**src/rtl/keyb_emulator.sv**
```systemverilog
// keyb_emulator: keypad-matrix responder for a row-polling scanner.
// Presses one injected key per handshake, holds it, then idles a gap.
module keyb_emulator #(
  parameter int HOLD_CYCLES    = 8,
  parameter int GAP_CYCLES     = 4,
  parameter int TIMEOUT_CYCLES = 16
) (
  input  logic       CLK,
  input  logic       RESET_N,
  input  logic       D0,
  input  logic       D1,
  input  logic [3:0] KEY_IN,
  input  logic       KEY_VALID,
  output logic       KEY_READY,
  output logic       KeyPressed,
  output logic       Q0,
  output logic       Q1,
  output logic       DONE,
  output logic       ERR,
  output logic       BUSY
);

  localparam int MAX_HG = (HOLD_CYCLES > GAP_CYCLES) ?
                          HOLD_CYCLES : GAP_CYCLES;
  localparam int MAXC   = (MAX_HG > TIMEOUT_CYCLES) ?
                          MAX_HG : TIMEOUT_CYCLES;
  localparam int CW     = $clog2(MAXC) + 1;

  localparam logic [CW-1:0] HOLD_LAST = CW'(HOLD_CYCLES - 1);
  localparam logic [CW-1:0] GAP_LAST  = CW'(GAP_CYCLES - 1);
  localparam logic [CW-1:0] TO_LAST   = CW'(TIMEOUT_CYCLES - 1);

  typedef enum logic [1:0] {
    IDLE,
    ARMED,
    HOLD,
    GAP
  } state_e;

  state_e          state_q, state_d;
  logic [CW-1:0]   cnt_q, cnt_d;
  logic [3:0]      code_q, code_d;
  logic            done_q, done_d;
  logic            err_q, err_d;
  logic            match;
  logic            pressing;

  assign match    = ({D0, D1} == code_q[3:2]);
  assign pressing = (state_q == ARMED) || (state_q == HOLD);

  assign KeyPressed = pressing && match;
  assign Q0         = KeyPressed && code_q[1];
  assign Q1         = KeyPressed && code_q[0];
  assign KEY_READY  = (state_q == IDLE);
  assign BUSY       = (state_q != IDLE);
  assign DONE       = done_q;
  assign ERR        = err_q;

  always_ff @(posedge CLK) begin
    if (!RESET_N) begin
      state_q <= IDLE;
      cnt_q   <= '0;
      code_q  <= '0;
      done_q  <= 1'b0;
      err_q   <= 1'b0;
    end else begin
      state_q <= state_d;
      cnt_q   <= cnt_d;
      code_q  <= code_d;
      done_q  <= done_d;
      err_q   <= err_d;
    end
  end

  always_comb begin
    state_d = state_q;
    cnt_d   = cnt_q;
    code_d  = code_q;
    done_d  = 1'b0;
    err_d   = 1'b0;
    unique case (state_q)
      IDLE: begin
        if (KEY_VALID) begin
          code_d  = KEY_IN;
          cnt_d   = '0;
          state_d = ARMED;
        end
      end
      ARMED: begin
        if (match) begin
          // A one-cycle hold completes in the matching cycle itself
          if (HOLD_CYCLES == 1) begin
            state_d = GAP;
            done_d  = 1'b1;
            cnt_d   = '0;
          end else begin
            state_d = HOLD;
            cnt_d   = CW'(1);
          end
        end else if (cnt_q == TO_LAST) begin
          state_d = GAP;
          err_d   = 1'b1;
          cnt_d   = '0;
        end else begin
          cnt_d = cnt_q + CW'(1);
        end
      end
      HOLD: begin
        if (cnt_q == HOLD_LAST) begin
          state_d = GAP;
          done_d  = 1'b1;
          cnt_d   = '0;
        end else begin
          cnt_d = cnt_q + CW'(1);
        end
      end
      GAP: begin
        if (cnt_q == GAP_LAST) begin
          state_d = IDLE;
          cnt_d   = '0;
        end else begin
          cnt_d = cnt_q + CW'(1);
        end
      end
      default: state_d = IDLE;
    endcase
  end

endmodule

```
**config.mk**
```make
export PLATFORM = sky130hd
export DESIGN_NAME = keyb_emulator
export DESIGN_NICKNAME = d
export VERILOG_FILES = /design/src/rtl/keyb_emulator.sv
export SDC_FILE = /design/constraint.sdc
export NUM_CORES = 1
export LEC_CHECK = 0
export ABC_AREA = 1
export BUFFER_PORTS_ARGS = -buffer_cell sky130_fd_sc_hd__buf_2
export CAP_MARGIN = 20
export CELL_PAD_IN_SITES_DETAIL_PLACEMENT = 1
export CELL_PAD_IN_SITES_GLOBAL_PLACEMENT = 2
export CORE_MARGIN = 2
export CORE_UTILIZATION = 27
export CTS_BUF_LIST = sky130_fd_sc_hd__clkbuf_4
export CTS_CLUSTER_SIZE = 28
export DETAILED_ROUTE_END_ITERATION = 8
export GPL_ROUTABILITY_DRIVEN = 1
export GPL_TIMING_DRIVEN = 0
export PLACE_DENSITY = 0.75
export SLEW_MARGIN = 20
export SYNTH_ARGS = -nofsm -noshare
export SYNTH_HDL_FRONTEND = slang
export SYNTH_SLANG_ARGS = --single-unit
```
**constraint.sdc**
```tcl
create_clock -name CLK -period 1.5 [get_ports CLK]
set_input_delay 0.075 -clock CLK [delete_from_list [all_inputs] [get_ports CLK]]
set_output_delay 0.075 -clock CLK [all_outputs]
set_load 0.02 [all_outputs]
```
Yosys cells after proc, flatten, opt, wreduce, memory -nomap -nowiden:

Cells that the tools add are included.
W data, S select, Z words.

* register bits after elaboration: 13
* output and inout bits: 7
* logic and storage cells: 43

* $add $sub $neg: 1
* equality and inequality tests: 11
* muxes and demuxes: 14
* bitwise gates (word level): 2
* reductions and logical operators: 10

Operators by type and width (count)
* $mux W5: 5
* $pmux W5 S4: 1
* $mux W2: 5
* $pmux W2 S4: 1
* $add A5 B1 Y5 const B: 1
* $eq A5 B2 Y1 const B: 1
* $eq A5 B3 Y1 const B: 1
* $eq A5 B4 Y1 const B: 1
* $eq A2 B2 Y1 const B: 2
* $ne A2 B2 Y1 const B: 2
* $reduce_and A2 Y1: 2
* $reduce_and A4 Y1: 1
* $logic_and A1 B1 Y1: 3
* $ne A3 B2 Y1 const B: 1
* $reduce_or A3 Y1: 1
* $eq A2 B1 Y1 const B: 1
* $eq A2 B2 Y1: 1
* $logic_not A2 Y1: 1
* $mux W1: 2
* $ne A2 B1 Y1 const B: 1
* $not A1 Y1: 2
* $reduce_bool A2 Y1: 1
* $logic_or A1 B1 Y1: 1

Depth between registers and ports, before layout:

* depth in word-level cells: 4
* gate-level depth with buffers: 13

Worst setup path before layout:

OpenSTA, ideal clock, no wires.

* path kind: register -> output
* start point: register state_q[0]
* end point: output Q0
* arrival: 1.482 ns
* data required time: 1.425 ns
* path slack: -0.057 ns
* cell stages (with the launch flop): 7
* buffers on the path: 0
* cell sequence: dfxtp_1 > inv_1 > ha_1 > inv_1 > nor2_1 > inv_1 > nor2_1

* cells in the longest elaborated chain, start to end: 4
* elaborated cells on any way between the ends: 5
* those cells by class: 2 x eq/ne; 3 x reduce/logical

RTL lines
* start: declaration: line 40 `state_e state_q, state_d;`
* start signal: assignment: line 67 `state_q <= state_d;`
* $eq A2 B1 Y1 or $eq A2 B2 Y1 (tied branches): line 49 `assign pressing = (state_q == ARMED) || (state_q == HOLD);`
* $logic_or A1 B1 Y1 (*): line 49
* $logic_and A1 B1 Y1 (*): line 51 `assign KeyPressed = pressing && match;`
* named net KeyPressed: line 15 `output logic KeyPressed,`
* $logic_and A1 B1 Y1 (*): line 52 `assign Q0 = KeyPressed && code_q[1];`
* end: declaration: line 16 `output logic Q0,`

Mark *: on every way through the listed nets, which the timed path passes. The rest lies on a longest branch.

Worst setup path in the final report:

* start point: register cnt_q[1]
* end point: register cnt_q[3]

* cells in the longest elaborated chain, start to end: 4
* elaborated cells on any way between the ends: 9
* those cells by class: 1 x add/sub; 3 x eq/ne; 5 x mux

RTL lines
* start: declaration: line 41 `logic [CW-1:0] cnt_q, cnt_d;`
* start signal: assignment: line 68 `cnt_q <= cnt_d;`
* $add A5 B1 Y5 or $eq A5 B4 Y1 (tied branches)
* $mux W5: line 100 `end else if (cnt_q == TO_LAST) begin`
* $mux W5: line 90 `if (match) begin`
* $pmux W5 S4 (*): line 81 `unique case (state_q)`

Mark *: on every way between the ends. The rest lies on a longest branch, timed or not.
A chain may end at the register's enable or synchronous reset.

==> flow_summary.toml <==
[final_layout]
final_common_cell = "nand2_1"
final_area_sq_mm = 0.00116
diodes = 0
fill_cells = 380
finish.net_count = 164
utilization_pct = 39.1
final_cell_mix = "nand2_1, inv_1, buf_2"
syn_to_final_growth_pct = 41.5
drive_above_1_share_pct = 46.6

[global_routing]
grt_pass1_vias = 808
antenna_found_initial = 0
grt.total_usage_pct = 14.3
overflow = 0
grt_start_max_net_pins = 9
grt_pass1_wl_microns = 3800

[status]
status = "finished, final reports clean"

[floorplan]
die_height_microns = 59.2
start_util_pct = 27.6
dieArea_sq_mm = 0.00351
io-pin-count = 16
rows = 20
coreArea_sq_mm = 0.00298
die_x_microns = 59.2

[placed_design]
gp_congestion = 0.693
dpl_cell_area_sq_um = 942
portBuffers = 15
dp_hpwl_microns = 1560

[critical_path]
critical_path_peak_fanout = 5
worstPathRequired_ns = 1.72
cp.arrival_ns = 1.68
startpoint_type = "register"
r2r_slack_ns = 0.04
crit_path_end_kind = "register"
path_class = "register to register"

[pwr]
leakage_nw = 0.559
fin_total_pwr_mw = 1.53
p_per_area_mw_per_mm2 = 1310
peakVddDrop_uv = 517

[timing]
fin_crit_sh_pct = 97.4
hold_viol = 0
finalSetupViolCount = 0
drv_slew = 0
maxSlewHeadroom_pct = 76.0
layout_min_cycle_time_ns = 1.46
finalClockSkew_ns = 0.00657
max_freq_mhz = 685
worstMarginPinSlew_ns = 0.358
rsz0062_at_grt = "true"

[logic_synthesis]
synth-seq-cells = 13
yosysSeqAreaShare_pct = 31.6
syn_inst = 118
yosysWarnings = 0
synth_cell_type_count = 18
synth.net_count = 135
syn_area_per_cell_sq_um = 6.98
synth.cell_area_sq_um = 823

[clocking]
htreeDepth = 1
clk-insertion-delay-late_ns = 0.29
clock_sinks = 13
clkTransAtPathRegs_ns = 0.10
clockBufferDepth = 2
cts_tree = "done"
cts_made_buffers = 3
root_buffer = "clkbuf_4"

[route]
firstDrtPassIters = 4
drtIter0Drc = 4
viasPerCell = 4.55
num_vias = 814
wl_per_cell_microns = 12.5
route.detailed.drc = 0
routed_wirelength_microns = 2230
drtAntennaViolNets = 0

[run]
drv_cap = 0

[worst_hold_path]
hold_path.class = "input pin to register"
[Yosys cell counts, drive strengths merged]
library cell,count,area (sq um)
o21ai,6,30.0
ha,8,100
nor3,1,5.00
dfxtp,13,260
a21oi,12,63.8
inv,23,86.3
xor2,1,8.76
nand3,8,50.1
nand2,35,151
nor2,11,67.6
[what timing repair did]
action                     CTS  global route
cloned                       0             0
pin swaps                    3            13
setup endpoints to repair   10             8
buffers inserted             5             4
hold buffers                 0             0
resized for setup           18            21
[logic make-up after synthesis]
logic type / count (synthesis) / synth area share, %
and+or+nand+nor: 55 / 33.3
buffers and inverters: 23 / 10.5
AOI/OAI and AO/OA: 18 / 11.4
DFF: 13 / 31.6
adders and majority gates: 8 / 12.2
xor gates and xnor gates: 1 / 1.06
[metrics by stage]
step	instances	setup slack, ns	setup TNS, ns	hold slack (ns)
after floorplan	118	0.0514	0	0.196
after global placement	166	-0.153	-0.627	0.359
after detailed placement	166	-0.206	-0.831	0.378
after CTS	175	0.000223	0	0.0658
after global routing	179	-0.0589	-0.217	0.0991
final	179	0.0391	0	0.0730
[layout make-up]
class	count	area, sq um	area share [%]
multi-input cells	82	579	49.7
flip-flops and latches	13	270	23.2
repair buffers	24	155	13.3
inverters	23	91.3	7.84
well taps	33	41.3	3.54
clock buffers	3	22.5	1.93
clock inverters	1	5.00	0.430
[critical path: stages, from the launching register on]
cell	delay, ns
dfxtp_4	0.36
ha_4	0.16
nand2_2	0.08
inv_2	0.05
nand2_4	0.07
inv_2	0.05
ha_4	0.16
inv_4	0.07
nand3_4	0.11
nand2_4	0.11
nand3_2	0.05
a21oi_1	0.14
[routing by layer]
| metal | GRT usage, % | part of all wire, % |
|---|---|---|
| met1 | 18.1 | 46 |
| met3 | 3.93 | 2.7 |
| met2 | 23.2 | 50 |
| met4 | 4.87 | 1.1 |
| met5 | 0 | 0 |
[where the power goes]
group          internal (mW)  total (mW)  switching (mW)
clock                 0.0991       0.235           0.136
combinational          0.316       0.852           0.536
sequential             0.408       0.444          0.0356
[final timing paths]
check / start / end / cells past startpoint
max: cnt_q[1]$_SDFFE_PN0N_ / cnt_q[3]$_SDFFE_PN0N_ / 11
min: KEY_IN[1] / code_q[1]$_SDFFE_PN0P_ / 3
max reg2reg: cnt_q[1]$_SDFFE_PN0N_ / cnt_q[3]$_SDFFE_PN0N_ / 11
min reg2reg: code_q[1]$_SDFFE_PN0P_ / code_q[1]$_SDFFE_PN0P_ / 2
[state kept, by name, indices dropped and copies added, names as in the netlist]
signal,cells
ERR,1
state_q,2
cnt_q,5
DONE,1
code_q,4
Power figures use the tool's default switching activity.
